--- src/rtl/instr_fetch_queue.sv ---
// Instruction fetch stage: owns the fetch PC, issues 1-cycle-latency imem reads and buffers
// returned instructions in a small prefetch FIFO. Optional macro FETCH_PERF_EN adds stall_cnt.
module instr_fetch_queue #(
    parameter int              DEPTH    = 4,
    parameter int              ADDR_W   = 8,
    parameter int              DATA_W   = 8,
    parameter logic [ADDR_W-1:0] RESET_PC = '0
) (
    input  logic              clk,
    input  logic              reset,
    input  logic              en,
    output logic              imem_req,
    output logic [ADDR_W-1:0] imem_addr,
    input  logic [DATA_W-1:0] imem_rdata,
    output logic              inst_valid,
    output logic [DATA_W-1:0] inst,
    output logic [ADDR_W-1:0] inst_pc,
    input  logic              inst_ready,
    input  logic              redirect,
    input  logic [ADDR_W-1:0] redirect_pc
`ifdef FETCH_PERF_EN
    ,
    output logic [15:0]       stall_cnt
`endif
);

    localparam int PTR_W = $clog2(DEPTH);
    localparam int CNT_W = PTR_W + 1;

    typedef enum logic [1:0] {
        IDLE  = 2'd0,
        FETCH = 2'd1,
        FLUSH = 2'd2
    } state_t;

    state_t state;
    state_t state_nxt;

    logic [ADDR_W-1:0] fetch_pc;
    logic              inflight;
    logic [ADDR_W-1:0] inflight_addr;

    logic [DATA_W-1:0] buf_data [DEPTH];
    logic [ADDR_W-1:0] buf_pc   [DEPTH];

    logic [PTR_W-1:0] rd_ptr;
    logic [PTR_W-1:0] wr_ptr;
    logic [PTR_W-1:0] rd_nxt;
    logic [CNT_W-1:0] count;
    logic [CNT_W-1:0] count_nxt;
    logic [CNT_W-1:0] credit;

    logic credit_ok;
    logic push;
    logic pop;
    logic load_head;
    logic head_bypass;

    // Slots already spoken for: buffered entries plus the read still in flight
    assign credit     = count + CNT_W'(inflight);
    assign credit_ok  = credit < CNT_W'(DEPTH);
    assign inst_valid = (count != '0);
    assign imem_addr  = fetch_pc;

    // Next-state and request strobe; redirect overrides every state
    always_comb begin
        state_nxt = state;
        imem_req  = 1'b0;
        unique case (state)
            IDLE:    if (en) state_nxt = FETCH;
            FETCH:   if (!en) state_nxt = IDLE;
            FLUSH:   state_nxt = en ? FETCH : IDLE;
            default: state_nxt = IDLE;
        endcase
        if (redirect) begin
            state_nxt = FLUSH;
        end
        imem_req = (state == FETCH) && en && !redirect && credit_ok;
    end

    // FIFO control: push/pop qualification and next head location
    always_comb begin
        push        = inflight && (state != FLUSH) && !redirect;
        pop         = inst_valid && inst_ready && !redirect;
        rd_nxt      = rd_ptr + PTR_W'(pop);
        count_nxt   = count;
        if (redirect) begin
            count_nxt = '0;
        end else begin
            count_nxt = count + CNT_W'(push) - CNT_W'(pop);
        end
        load_head   = (count_nxt != '0);
        head_bypass = push && (wr_ptr == rd_nxt);
    end

    // FSM state register
    always_ff @(posedge clk or negedge reset) begin
        if (!reset) begin
            state <= IDLE;
        end else begin
            state <= state_nxt;
        end
    end

    // Fetch PC and in-flight read tracking
    always_ff @(posedge clk or negedge reset) begin
        if (!reset) begin
            fetch_pc      <= RESET_PC;
            inflight      <= 1'b0;
            inflight_addr <= '0;
        end else begin
            inflight <= imem_req;
            if (imem_req) begin
                inflight_addr <= fetch_pc;
            end
            if (redirect) begin
                fetch_pc <= redirect_pc;
            end else if (imem_req) begin
                fetch_pc <= fetch_pc + ADDR_W'(1);
            end
        end
    end

    // FIFO storage; the credit check keeps a push away from a full FIFO
    always_ff @(posedge clk or negedge reset) begin
        if (!reset) begin
            for (int i = 0; i < DEPTH; i++) begin
                buf_data[i] <= '0;
                buf_pc[i]   <= '0;
            end
        end else begin
            assert (!(push && count == CNT_W'(DEPTH)));
            if (push) begin
                buf_data[wr_ptr] <= imem_rdata;
                buf_pc[wr_ptr]   <= inflight_addr;
            end
        end
    end

    // FIFO pointers and occupancy; redirect empties the queue
    always_ff @(posedge clk or negedge reset) begin
        if (!reset) begin
            rd_ptr <= '0;
            wr_ptr <= '0;
            count  <= '0;
        end else begin
            count <= count_nxt;
            if (redirect) begin
                rd_ptr <= '0;
                wr_ptr <= '0;
            end else begin
                rd_ptr <= rd_nxt;
                if (push) begin
                    wr_ptr <= wr_ptr + PTR_W'(1);
                end
            end
        end
    end

    // Registered head; holds its last value whenever the FIFO goes empty
    always_ff @(posedge clk or negedge reset) begin
        if (!reset) begin
            inst    <= '0;
            inst_pc <= '0;
        end else if (load_head) begin
            if (head_bypass) begin
                inst    <= imem_rdata;
                inst_pc <= inflight_addr;
            end else begin
                inst    <= buf_data[rd_nxt];
                inst_pc <= buf_pc[rd_nxt];
            end
        end
    end

`ifdef FETCH_PERF_EN
    // Saturating count of fetch cycles blocked only by lack of FIFO credit
    always_ff @(posedge clk or negedge reset) begin
        if (!reset) begin
            stall_cnt <= '0;
        end else if (state == FETCH && en && !credit_ok && stall_cnt != 16'hFFFF) begin
            stall_cnt <= stall_cnt + 16'd1;
        end
    end
`endif

endmodule
--- config.mk ---
export PLATFORM = sky130hd
export DESIGN_NAME = instr_fetch_queue
export DESIGN_NICKNAME = d
export VERILOG_FILES = /design/src/rtl/instr_fetch_queue.sv
export SDC_FILE = /design/constraint.sdc
export NUM_CORES = 1
export LEC_CHECK = 0
export BUFFER_PORTS_ARGS = -buffer_cell sky130_fd_sc_hd__clkbuf_2
export CAP_MARGIN = 30
export CORE_MARGIN = 2
export CORE_UTILIZATION = 26
export CTS_BUF_LIST = sky130_fd_sc_hd__clkbuf_8
export DETAILED_ROUTE_END_ITERATION = 8
export HOLD_SLACK_MARGIN = 0.05
export SLEW_MARGIN = 30
export SYNTH_ARGS = -nofsm -noshare
export SYNTH_HDL_FRONTEND = slang
export SYNTH_SLANG_ARGS = --single-unit
export TNS_END_PERCENT = 1
--- constraint.sdc ---
create_clock -name clk -period 3.9 [get_ports clk]
set_clock_uncertainty 0.05 [all_clocks]
set_input_delay 0.585 -clock clk [delete_from_list [all_inputs] [get_ports clk]]
set_output_delay 0.585 -clock clk [all_outputs]
set_load 0.01 [all_outputs]
==> results of run 1 <==
==> state kept, by name, summed over array words and instances, names as in the netlist <==
signal / count
buf_data: 32
count: 3
inst: 8
imem_addr: 8
state: 2
inst_pc: 8
buf_pc: 32
wr_ptr: 2
inflight: 1
inflight_addr: 8
rd_ptr: 2
==> worst paths after layout <==
kind	start	cells past startpoint	slack, ns	end
worst min-delay path	reset	1	0.08	buf_data[23]$_DFFE_PN0P_
max in group asynchronous	reset	2	2.87	buf_data[21]$_DFFE_PN0P_
worst max register to register	count[1]$_DFF_PN0_	11	0.63	inst_pc[5]$_DFFE_PN0P_
worst max-delay path	count[1]$_DFF_PN0_	11	0.63	inst_pc[5]$_DFFE_PN0P_
min in group clk	redirect_pc[4]	3	0.37	imem_addr[4]$_DFFE_PN0P_
worst min register to register	buf_pc[23]$_DFFE_PN0P_	1	0.46	buf_pc[23]$_DFFE_PN0P_
==> cell usage after synthesis, types with 2 or more instances <==
cell	number	area share
ha_1	8	0.020
buf_2	4	0.0040
and3_1	3	0.0038
buf_4	2	0.0030
a21oi_1	32	0.032
and4_1	2	0.0035
nand3_1	4	0.0040
buf_6	8	0.018
mux4_2	15	0.068
o211ai_1	2	0.0030
dfrtp_1	106	0.53
clkbuf_1	4	0.0030
a2111oi_2	2	0.0061
a21oi_2	2	0.0035
inv_1	9	0.0068
nand4_1	2	0.0025
nand2_4	4	0.0091
and2_1	2	0.0025
nor2_1	20	0.015
nand2_1	48	0.036
mux2_2	64	0.15
o21ai_0	6	0.0061
xnor2_1	6	0.011
==> per-stage QoR <==
step / setup WS (ns) / instance area (sq um) / cells / power, W / utilization
5_1_grt: 0.418 / 5580 / 666 / 0.00307 / 0.299
6_report: 0.634 / 5580 / 666 / 0.00286 / 0.299
3_3_place_gp: 0.611 / 5420 / 650 / 0.00229 / 0.290
3_5_place_dp: 0.567 / 5420 / 650 / 0.00231 / 0.290
2_1_floorplan: 0.816 / 4960 / 380 / 0.00199 / -
4_1_cts: 0.622 / 5580 / 666 / 0.00291 / 0.299
==> cells by family (layout without fill, tap and decap cells) <==
logic type	after synthesis	in the layout	share of synthesized area
flops	106	106	0.534
compound gates	53	53	0.0703
buf+inv	28	80	0.0358
simple gates	94	94	0.0918
fa+ha+maj	9	9	0.0242
xor+xnor	10	10	0.0250
mux	80	80	0.219
==> layer usage <==
metal  GRT usage  vias to the layer above  wire length, um
met1       0.157                     1644             5250
met5           0                        -                0
met4      0.0453                        0              180
li1            -                     1458                -
met3      0.0192                       14              306
met2       0.192                       56             5320
==> layout by cell type (no fill, tap or decap), types with 2 or more instances in the layout <==
cell / synthesis / layout
clkinv_2: 0 / 3
a2111oi_2: 2 / 2
buf_4: 2 / 8
clkbuf_8: 0 / 9
o211ai_1: 2 / 2
and3_1: 3 / 3
nand2_1: 48 / 48
clkbuf_2: 0 / 45
ha_1: 8 / 8
xnor2_1: 6 / 6
nand2_4: 4 / 4
a21oi_1: 32 / 32
nand3_1: 4 / 4
nor2_1: 20 / 20
mux4_2: 15 / 15
nand4_1: 2 / 2
o21ai_0: 6 / 6
and2_1: 2 / 2
and4_1: 2 / 2
inv_1: 9 / 11
dfrtp_1: 106 / 106
mux2_2: 64 / 64
a21oi_2: 2 / 2
==> worst max-delay path, cell delays in order (launching register included) <==
cell     delay (ns)
dfrtp_1        0.46
or3_2          0.52
and3_1         0.23
ha_1           0.27
inv_1          0.05
ha_1           0.13
inv_1          0.05
fa_1           0.36
xnor3_2        0.29
a31oi_4        0.55
nor2_1         0.09
a21oi_1        0.14
==> cell type report <==
type / instances / area (sq um)
multi-input combinational: 246 / 2130
clock buffer: 9 / 124
inverter: 10 / 37.5
tap: 234 / 293
sequential: 106 / 2650
clock inverter: 7 / 38.8
timing repair buffer: 54 / 305
fill: 1879 / 13100
==> report_power, final <==
| part | internal, W | total (W) | switching [W] |
|---|---|---|---|
| Clock | 0.000226 | 0.000593 | 0.000368 |
| Sequential | 0.00126 | 0.00141 | 0.000145 |
| Combinational | 0.000377 | 0.000858 | 0.000482 |
| Total | 0.00186 | 0.00286 | 0.000995 |
==> reports/metrics.cfg, run 1 <==
[hold_path]
hold_class=input pin to asynchronous set/reset pin

[synthesis]
synth_area_sq_um=4960
ys_types=48
syn_inst=380
synth.net_count=410
synth_ff_type=dfrtp_1
synth_async_sr_flop_share=1.00
yosysWarnings=0
synth_seq_area_share=0.534
synth-seq-cells=106
synth_edf_count=0
syn_area_per_cell_sq_um=13.1

[pwr]
p_leak_nw=2.70
ir_worst_vdd_v=0.000264
power_density_nw_per_um2=512

[finish]
finalNetCount=457
drive_gt1_frac=0.380
n_antenna_cell=0
syn_to_final_growth_pct=12.5

[detailed_routing]
ant_nets=0
post-route-drc-count=0
drt-initial-drc-count=202
dr.pass1.iters=4
routed_wl_mm=11.1
wl_per_cell_um=16.6
routed_via_density=4.76
vias=3172

[critical_path]
worstSetupStartpointType=register
crit_fanout=16
crit_path_end_kind=register
criticalPathCategory=register to register
required_ns=4.15
worstPathArrival_ns=3.51

[clock_tree]
clk_pin_slew_worst_paths_ns=0.10
cts_buffer_depth=2
cts_buffers=9
cts_tree=yes
cts-resized-gates=0
clkLatencyLatePin_ns=0.37
postCtsSetupBuffers=0
ctsHoldBuffers=0
cts_sinks=106
clockRootBuffer=clkbuf_8
htreeDepth=3

[floorplanning]
die_x_um=142
std_cell_rows=50
ios=47
core_sq_um=18700
fp.dieArea_sq_um=20200
die_y_um=142
start_util=0.265

[placed_design]
port_buffers=46
place_congestion=0.813
hpwl_mm=7.41

[status]
outcome=completed

[sta]
rsz0062_at_grt=false
setup_viol=0
hold_viol=0
tightestPinTransition_ns=0.588
slew_headroom=0.608
fmax_mhz=306
setup_tns_ns=0
layout_min_cycle_time_ns=3.27
holdWs_ns=0.0819
fin_crit_sh=0.838
final_max_slew_viol_count=0

[grt]
grt_util_all_layers=0.118
antenna_found_initial=0
grt_pass1_wl_mm=18.5
grt_pass1_vias=3414
gr-total-overflow=0
grt_max_degree=40

[job]
cap_violations=0

No activity file was read; power rests on OpenSTA's default activity.
==> inputs of run 2 (changes only) <==
- clock period: 3.9 -> 3.2 ns (I/O delays scaled with it)
==> reports/metrics.cfg, run 2 (synthesis gave the netlist of run 1 again) <==
[grt]
gr-total-overflow=0  ; unchanged
grt_pass1_wl_mm=18.2  ; was 18.5 mm
grt_pass1_vias=3357  ; was 3414
grt_util_all_layers=0.117  ; was 0.118
antenna_found_initial=0  ; unchanged
grt_max_degree=68  ; was 40

[pwr]
p_sw_frac=0.332  ; was 0.348
combPwrFrac=0.304  ; was 0.300
ir_worst_vdd_v=0.000281  ; was 0.000264 V
internal_power_w=0.00250  ; was 0.00186 W
p_leak_nw=2.76  ; was 2.70 nW
p_switching_w=0.00124  ; was 0.000995 W
pwr-share-clk=0.243  ; was 0.208
seqPwrFrac=0.454  ; was 0.492
power_density_nw_per_um2=655  ; was 512 nW/um^2

[detailed_routing]
routed_via_density=4.69  ; was 4.76
post-route-drc-count=0  ; unchanged
wl_met3_um=506  ; was 306 um
wl_per_cell_um=16.8  ; was 16.6 um
vias=3146  ; was 3172
routed_wl_mm=11.3  ; was 11.1 mm
ant_nets=0  ; unchanged
m1WireLength_mm=5.27  ; was 5.25 mm
dr.pass1.iters=4  ; unchanged
dr_wl_met2_mm=5.35  ; was 5.32 mm
drt-initial-drc-count=156  ; was 202
dr.max_layer_used=met4  ; unchanged

[clock_tree]
clk_pin_slew_worst_paths_ns=0.10  ; about the same
clockRootBuffer=clkbuf_8  ; unchanged
cts_buffer_depth=2  ; unchanged
cts_tree=yes  ; unchanged
htreeDepth=3  ; unchanged
cts_buffers=9  ; unchanged
cts-resized-gates=0  ; unchanged
cts_sinks=106  ; unchanged
clkLatencyLatePin_ns=0.37  ; about the same

[critical_path]
crit_path_end_kind=register  ; unchanged
cpPeakStageDelay_ns=0.47  ; was 0.55 ns
worstSetupStartpointType=register  ; unchanged
worstPathArrival_ns=3.23  ; was 3.51 ns
r2r_slack_ns=0.18  ; was 0.63 ns
r2r-start=count[0]$_DFF_PN0_  ; was count[1]$_DFF_PN0_
crit_fanout=8  ; was 16
reg2reg_to=inst_pc[7]$_DFFE_PN0P_  ; was inst_pc[5]$_DFFE_PN0P_
required_ns=3.41  ; was 4.15 ns
cp_cell_sequence=or3_2, and3_1, ha_1, inv_1, ha_1, inv_1, fa_1, xnor3_2, a31o_2, a21oi_1, a21oi_1  ; was or3_2, and3_1, ha_1, inv_1, ha_1, inv_1, fa_1, xnor3_2, a31oi_4, nor2_1, a21oi_1
criticalPathCategory=register to register  ; unchanged
crit_slowest_cell=or3_2  ; was a31oi_4
r2r_cells=11  ; unchanged

[sta]
final_max_slew_viol_count=0  ; unchanged
slew_headroom=0.430  ; was 0.608
rsz0062_at_grt=false  ; unchanged
setup_tns_ns=0  ; unchanged
fin_crit_sh=0.945  ; was 0.838
layout_min_cycle_time_ns=3.02  ; was 3.27 ns
setup_viol=0  ; unchanged
hold_viol=0  ; unchanged
fmax_mhz=331  ; was 306 MHz
tightestPinTransition_ns=0.855  ; was 0.588 ns

[finish]
final_common_cell=dfrtp_1  ; unchanged
reg.largest.list=buf_data x32, buf_pc x32  ; unchanged
fillerInstances=1869  ; was 1879
finalNetCount=462  ; was 457
fin_cells=671  ; was 666
n_antenna_cell=0  ; unchanged
ff_latch_area_sq_um=2650  ; unchanged
final_cell_mix=dfrtp_1 (106), mux2_2 (64), nand2_1 (48), clkbuf_2 (45), a21oi_1 (32)  ; unchanged
multiInputGateArea_sq_um=2140  ; was 2130 sq um
drive_gt1_frac=0.384  ; was 0.380
syn_to_final_growth_pct=15.0  ; was 12.5%

[floorplanning]
die_y_um=142  ; unchanged
start_util=0.265  ; unchanged
core_sq_um=18700  ; unchanged
ios=47  ; unchanged
fp.dieArea_sq_um=20200  ; unchanged
std_cell_rows=50  ; unchanged
die_x_um=142  ; unchanged

[placed_design]
dpl.cell_count=651  ; was 650
hpwl_mm=7.25  ; was 7.41 mm
place_congestion=0.814  ; was 0.813
port_buffers=46  ; unchanged

[hold_path]
hold_path_depth=3
min_to=imem_addr[2]$_DFFE_PN0P_
min_from=redirect_pc[2]
hold_class=input pin to register  ; was input pin to asynchronous set/reset pin

[status]
outcome=completed  ; unchanged

[job]
cap_violations=0  ; unchanged

[run 2: worst max path at each step]
stage | from | endpoint
4_1_cts | count[0]$_DFF_PN0_ | inst[1]$_DFFE_PN0P_
3_3_place_gp | count[0]$_DFF_PN0_ | inst_pc[1]$_DFFE_PN0P_
5_1_grt | count[0]$_DFF_PN0_ | inst[1]$_DFFE_PN0P_
2_1_floorplan | count[1]$_DFF_PN0_ | inst[4]$_DFFE_PN0P_
6_report | count[0]$_DFF_PN0_ | inst_pc[7]$_DFFE_PN0P_
3_5_place_dp | count[0]$_DFF_PN0_ | inst_pc[7]$_DFFE_PN0P_
[run 2: power groups by stage]
| stage | Sequential [W] | Combinational (W) | Clock, W |
|---|---|---|---|
| floorplan | 0.00174 | 0.000689 | 0 |
| global placement | 0.00172 | 0.00109 | 0 |
| detailed placement | 0.00173 | 0.00111 | 0 |
| CTS | 0.00170 | 0.00112 | 0.000936 |
| global route | 0.00173 | 0.00128 | 0.000985 |
| finish | 0.00170 | 0.00114 | 0.000907 |
[run 2: per-stage QoR]
| stage | total power [W] | utilization | hold slack, ns | worst slack [ns] | area (sq um) |
|---|---|---|---|---|---|
| final | 0.00374 | 0.305 | 0.261 | 0.177 | 5710 |
| after global routing | 0.00399 | 0.305 | 0.263 | 0.0144 | 5710 |
| after CTS | 0.00375 | 0.304 | 0.250 | 0.148 | 5680 |
| after detailed placement | 0.00284 | 0.292 | 0.439 | 0.177 | 5450 |
| after global placement | 0.00281 | 0.292 | 0.429 | 0.250 | 5450 |
| after floorplan | 0.00243 | - | 0.134 | 0.178 | 4960 |
[run 2: worst max-delay path, delay by kind of cell (launching register included)]
kind | cells | cell delay (ns)
adder cells (fa/ha/maj) | 3 | 0.77
AND/OR/NAND/NOR | 2 | 0.69
AO/OA/AOI/OAI | 3 | 0.56
flip-flops | 1 | 0.42
XOR/XNOR | 1 | 0.33
buffers and inverters | 2 | 0.11
[run 2: layout make-up]
| type | instances | area share |
|---|---|---|
| Tap cell | 234 | 0.0513 |
| Inverter | 10 | 0.00658 |
| Multi-Input combinational cell | 247 | 0.375 |
| Clock inverter | 6 | 0.0143 |
| Timing Repair Buffer | 58 | 0.0636 |
| Sequential cell | 106 | 0.465 |
| Clock buffer | 10 | 0.0241 |
[run 2: routing by layer]
metal / up-vias / track usage
met1: 1628 / 0.152
met2: 64 / 0.193
met4: 0 / 0.0347
li1: 1445 / -
met3: 9 / 0.0269
met5: - / 0
[run 2: timing repair]
item	4_1_cts	5_1_grt
hold buffers	1	0
endpoints found under the hold margin	15	0
buffers inserted	0	2
endpoints found under the setup margin	0	5
==> inputs of run 3 (changes only) <==
- CELL_PAD_IN_SITES_DETAIL_PLACEMENT: default -> 1
- CELL_PAD_IN_SITES_GLOBAL_PLACEMENT: default -> 1
- PLACE_DENSITY_LB_ADDON: default -> 0.1
==> reports/metrics.cfg, run 3 (synthesis gave the netlist of run 1 again) <==
[critical_path]
critPathBufInv=3  ; was 2
critical_path.startpoint=count[0]$_DFF_PN0_  ; unchanged
crit_fanout=8  ; unchanged
crit_path_end_kind=register  ; unchanged
r2r-start=count[0]$_DFF_PN0_  ; unchanged
r2r_slack_ns=0.16  ; was 0.18 ns
required_ns=3.46  ; was 3.41 ns
reg2reg_to=inst[7]$_DFFE_PN0P_  ; was inst_pc[7]$_DFFE_PN0P_
crit_slowest_cell=or3_2  ; unchanged
crit_family=adder cells  ; unchanged
worstPathArrival_ns=3.30  ; was 3.23 ns
criticalPathCategory=register to register  ; unchanged
cp_cell_sequence=or3_2, and3_4, ha_1, inv_1, ha_1, inv_1, fa_1, xnor3_2, a31oi_4, clkbuf_16, nor2_1, a21oi_1  ; was or3_2, and3_1, ha_1, inv_1, ha_1, inv_1, fa_1, xnor3_2, a31o_2, a21oi_1, a21oi_1
worstSetupStartpointType=register  ; unchanged
r2r_cells=12  ; was 11
cpPeakStageDelay_ns=0.48  ; was 0.47 ns

[detailed_routing]
vias=3161  ; was 3146
post-route-drc-count=0  ; unchanged
ant_nets=0  ; unchanged
routed_wl_mm=13.3  ; was 11.3 mm
wl_per_cell_um=19.7  ; was 16.8 um
dr.pass1.iters=4  ; unchanged
drt-initial-drc-count=108  ; was 156
routed_via_density=4.70  ; was 4.69

[clock_tree]
cts_buffer_depth=2  ; unchanged
cts_sinks=106  ; unchanged
clockRootBuffer=clkbuf_8  ; unchanged
cts_buffers=9  ; unchanged
cts_tree=yes  ; unchanged
clk_pin_slew_worst_paths_ns=0.10  ; about the same
clkLatencyLatePin_ns=0.38  ; was 0.37 ns
htreeDepth=3  ; unchanged

[grt]
grt_pass1_wl_mm=20.7  ; was 18.2 mm
grt_util_all_layers=0.138  ; was 0.117
gr-total-overflow=0  ; unchanged
antenna_found_initial=0  ; unchanged
grt_max_degree=59  ; was 68
grt_pass1_vias=3503  ; was 3357

[floorplanning]
std_cell_rows=50  ; unchanged
fp.dieArea_sq_um=20200  ; unchanged
die_y_um=142  ; unchanged
core_sq_um=18700  ; unchanged
die_x_um=142  ; unchanged
start_util=0.265  ; unchanged
ios=47  ; unchanged

[sta]
fmax_mhz=329  ; was 331 MHz
hold_viol=0  ; unchanged
layout_min_cycle_time_ns=3.04  ; was 3.02 ns
final_max_slew_viol_count=0  ; unchanged
setup_viol=0  ; unchanged
fin_ws_ns=0.159  ; was 0.177 ns
fin_crit_sh=0.950  ; was 0.945
tightestPinTransition_ns=0.826  ; was 0.855 ns
holdWs_ns=0.0709  ; was 0.261 ns
slew_headroom=0.449  ; was 0.430

[placed_design]
place_congestion=0.693  ; was 0.814
port_buffers=46  ; unchanged
dp_slack_ns=0.147  ; was 0.177 ns
hpwl_mm=8.03  ; was 7.25 mm

[pwr]
power_w=0.00375  ; was 0.00374 W
p_leak_nw=2.74  ; was 2.76 nW
ir_worst_vdd_v=0.000267  ; was 0.000281 V
power_density_nw_per_um2=658  ; was 655 nW/um^2

[hold_path]
hold_class=input pin to asynchronous set/reset pin  ; was input pin to register

[status]
outcome=completed  ; unchanged

[job]
cap_violations=0  ; unchanged

[finish]
syn_to_final_growth_pct=14.7  ; was 15.0%
drive_gt1_frac=0.396  ; was 0.384
final_cell_mix=dfrtp_1 (105), mux2_2 (64), nand2_1 (48), clkbuf_2 (45), a21oi_1 (32)  ; was dfrtp_1 (106), mux2_2 (64), nand2_1 (48), clkbuf_2 (45), a21oi_1 (32)
final_common_cell=dfrtp_1  ; unchanged
n_antenna_cell=0  ; unchanged
finalNetCount=464  ; was 462
reg.largest.list=buf_data x32, buf_pc x32  ; unchanged

[run 3: changes by cell type in the layout (fill, tap and decap cells not counted), moves of 2 or more]
cell	change
buf_4	+3
bufinv_16	-2
clkinv_2	+2
clkinvlp_4	+2
[run 3: how the worst max path moves through the flow]
stage | end | slack, ns | cells past startpoint
after CTS | inst[5]$_DFFE_PN0P_ | 0.13 | 11
final | inst[7]$_DFFE_PN0P_ | 0.16 | 12
after global routing | inst_pc[6]$_DFFE_PN0P_ | -0.008 | 12
after global placement | inst[6]$_DFFE_PN0P_ | 0.21 | 11
after detailed placement | inst[5]$_DFFE_PN0P_ | 0.15 | 11
after floorplan | inst[4]$_DFFE_PN0P_ | 0.18 | 12
[run 3: final cells by class]
cell class / instances / area, sq um
fill: 2029 / 13000
sequential: 106 / 2650
multi-input combinational: 247 / 2160
timing repair buffer: 60 / 380
tap: 234 / 293
clock buffer: 10 / 138
inverter: 10 / 37.5
clock inverter: 6 / 33.8
[run 3: stage by stage]
step / area [sq um] / instances / util / TNS (ns)
3_5_place_dp: 5430 / 650 / 0.291 / 0
5_1_grt: 5690 / 673 / 0.304 / -0.0196
2_1_floorplan: 4960 / 380 / - / 0
4_1_cts: 5610 / 666 / 0.300 / 0
6_report: 5690 / 673 / 0.304 / 0
3_3_place_gp: 5430 / 650 / 0.291 / 0
[run 3: worst reg2reg max path: cells and delay by family (launching register included)]
family          cells  cell delay, ns
simple gates        3            0.75
fa+ha+maj           3            0.74
buf+inv             3            0.31
xor+xnor            1            0.33
compound gates      2            0.37
flops               1            0.42
[run 3: where the power goes]
part | internal [W] | total (W) | switching (W)
clock network | 0.000298 | 0.000778 | 0.000480
logic | 0.000573 | 0.00126 | 0.000684
registers | 0.00154 | 0.00171 | 0.000173
total | 0.00241 | 0.00375 | 0.00134
[run 3: metal layers]
layer / up-vias / track usage / wire length (um)
li1: 1461 / - / -
met3: 9 / 0.0279 / 419
met5: - / 0 / 0
met4: 0 / 0.0411 / 171
met1: 1639 / 0.188 / 6490
met2: 52 / 0.221 / 6200
[run 3: timing repair]
action                                 in CTS  in global routing
gates resized for setup                     0                  3
setup buffers                               0                  5
setup endpoints to repair                   0                 15
endpoints found under the hold margin       0                  0
hold buffers                                0                  0
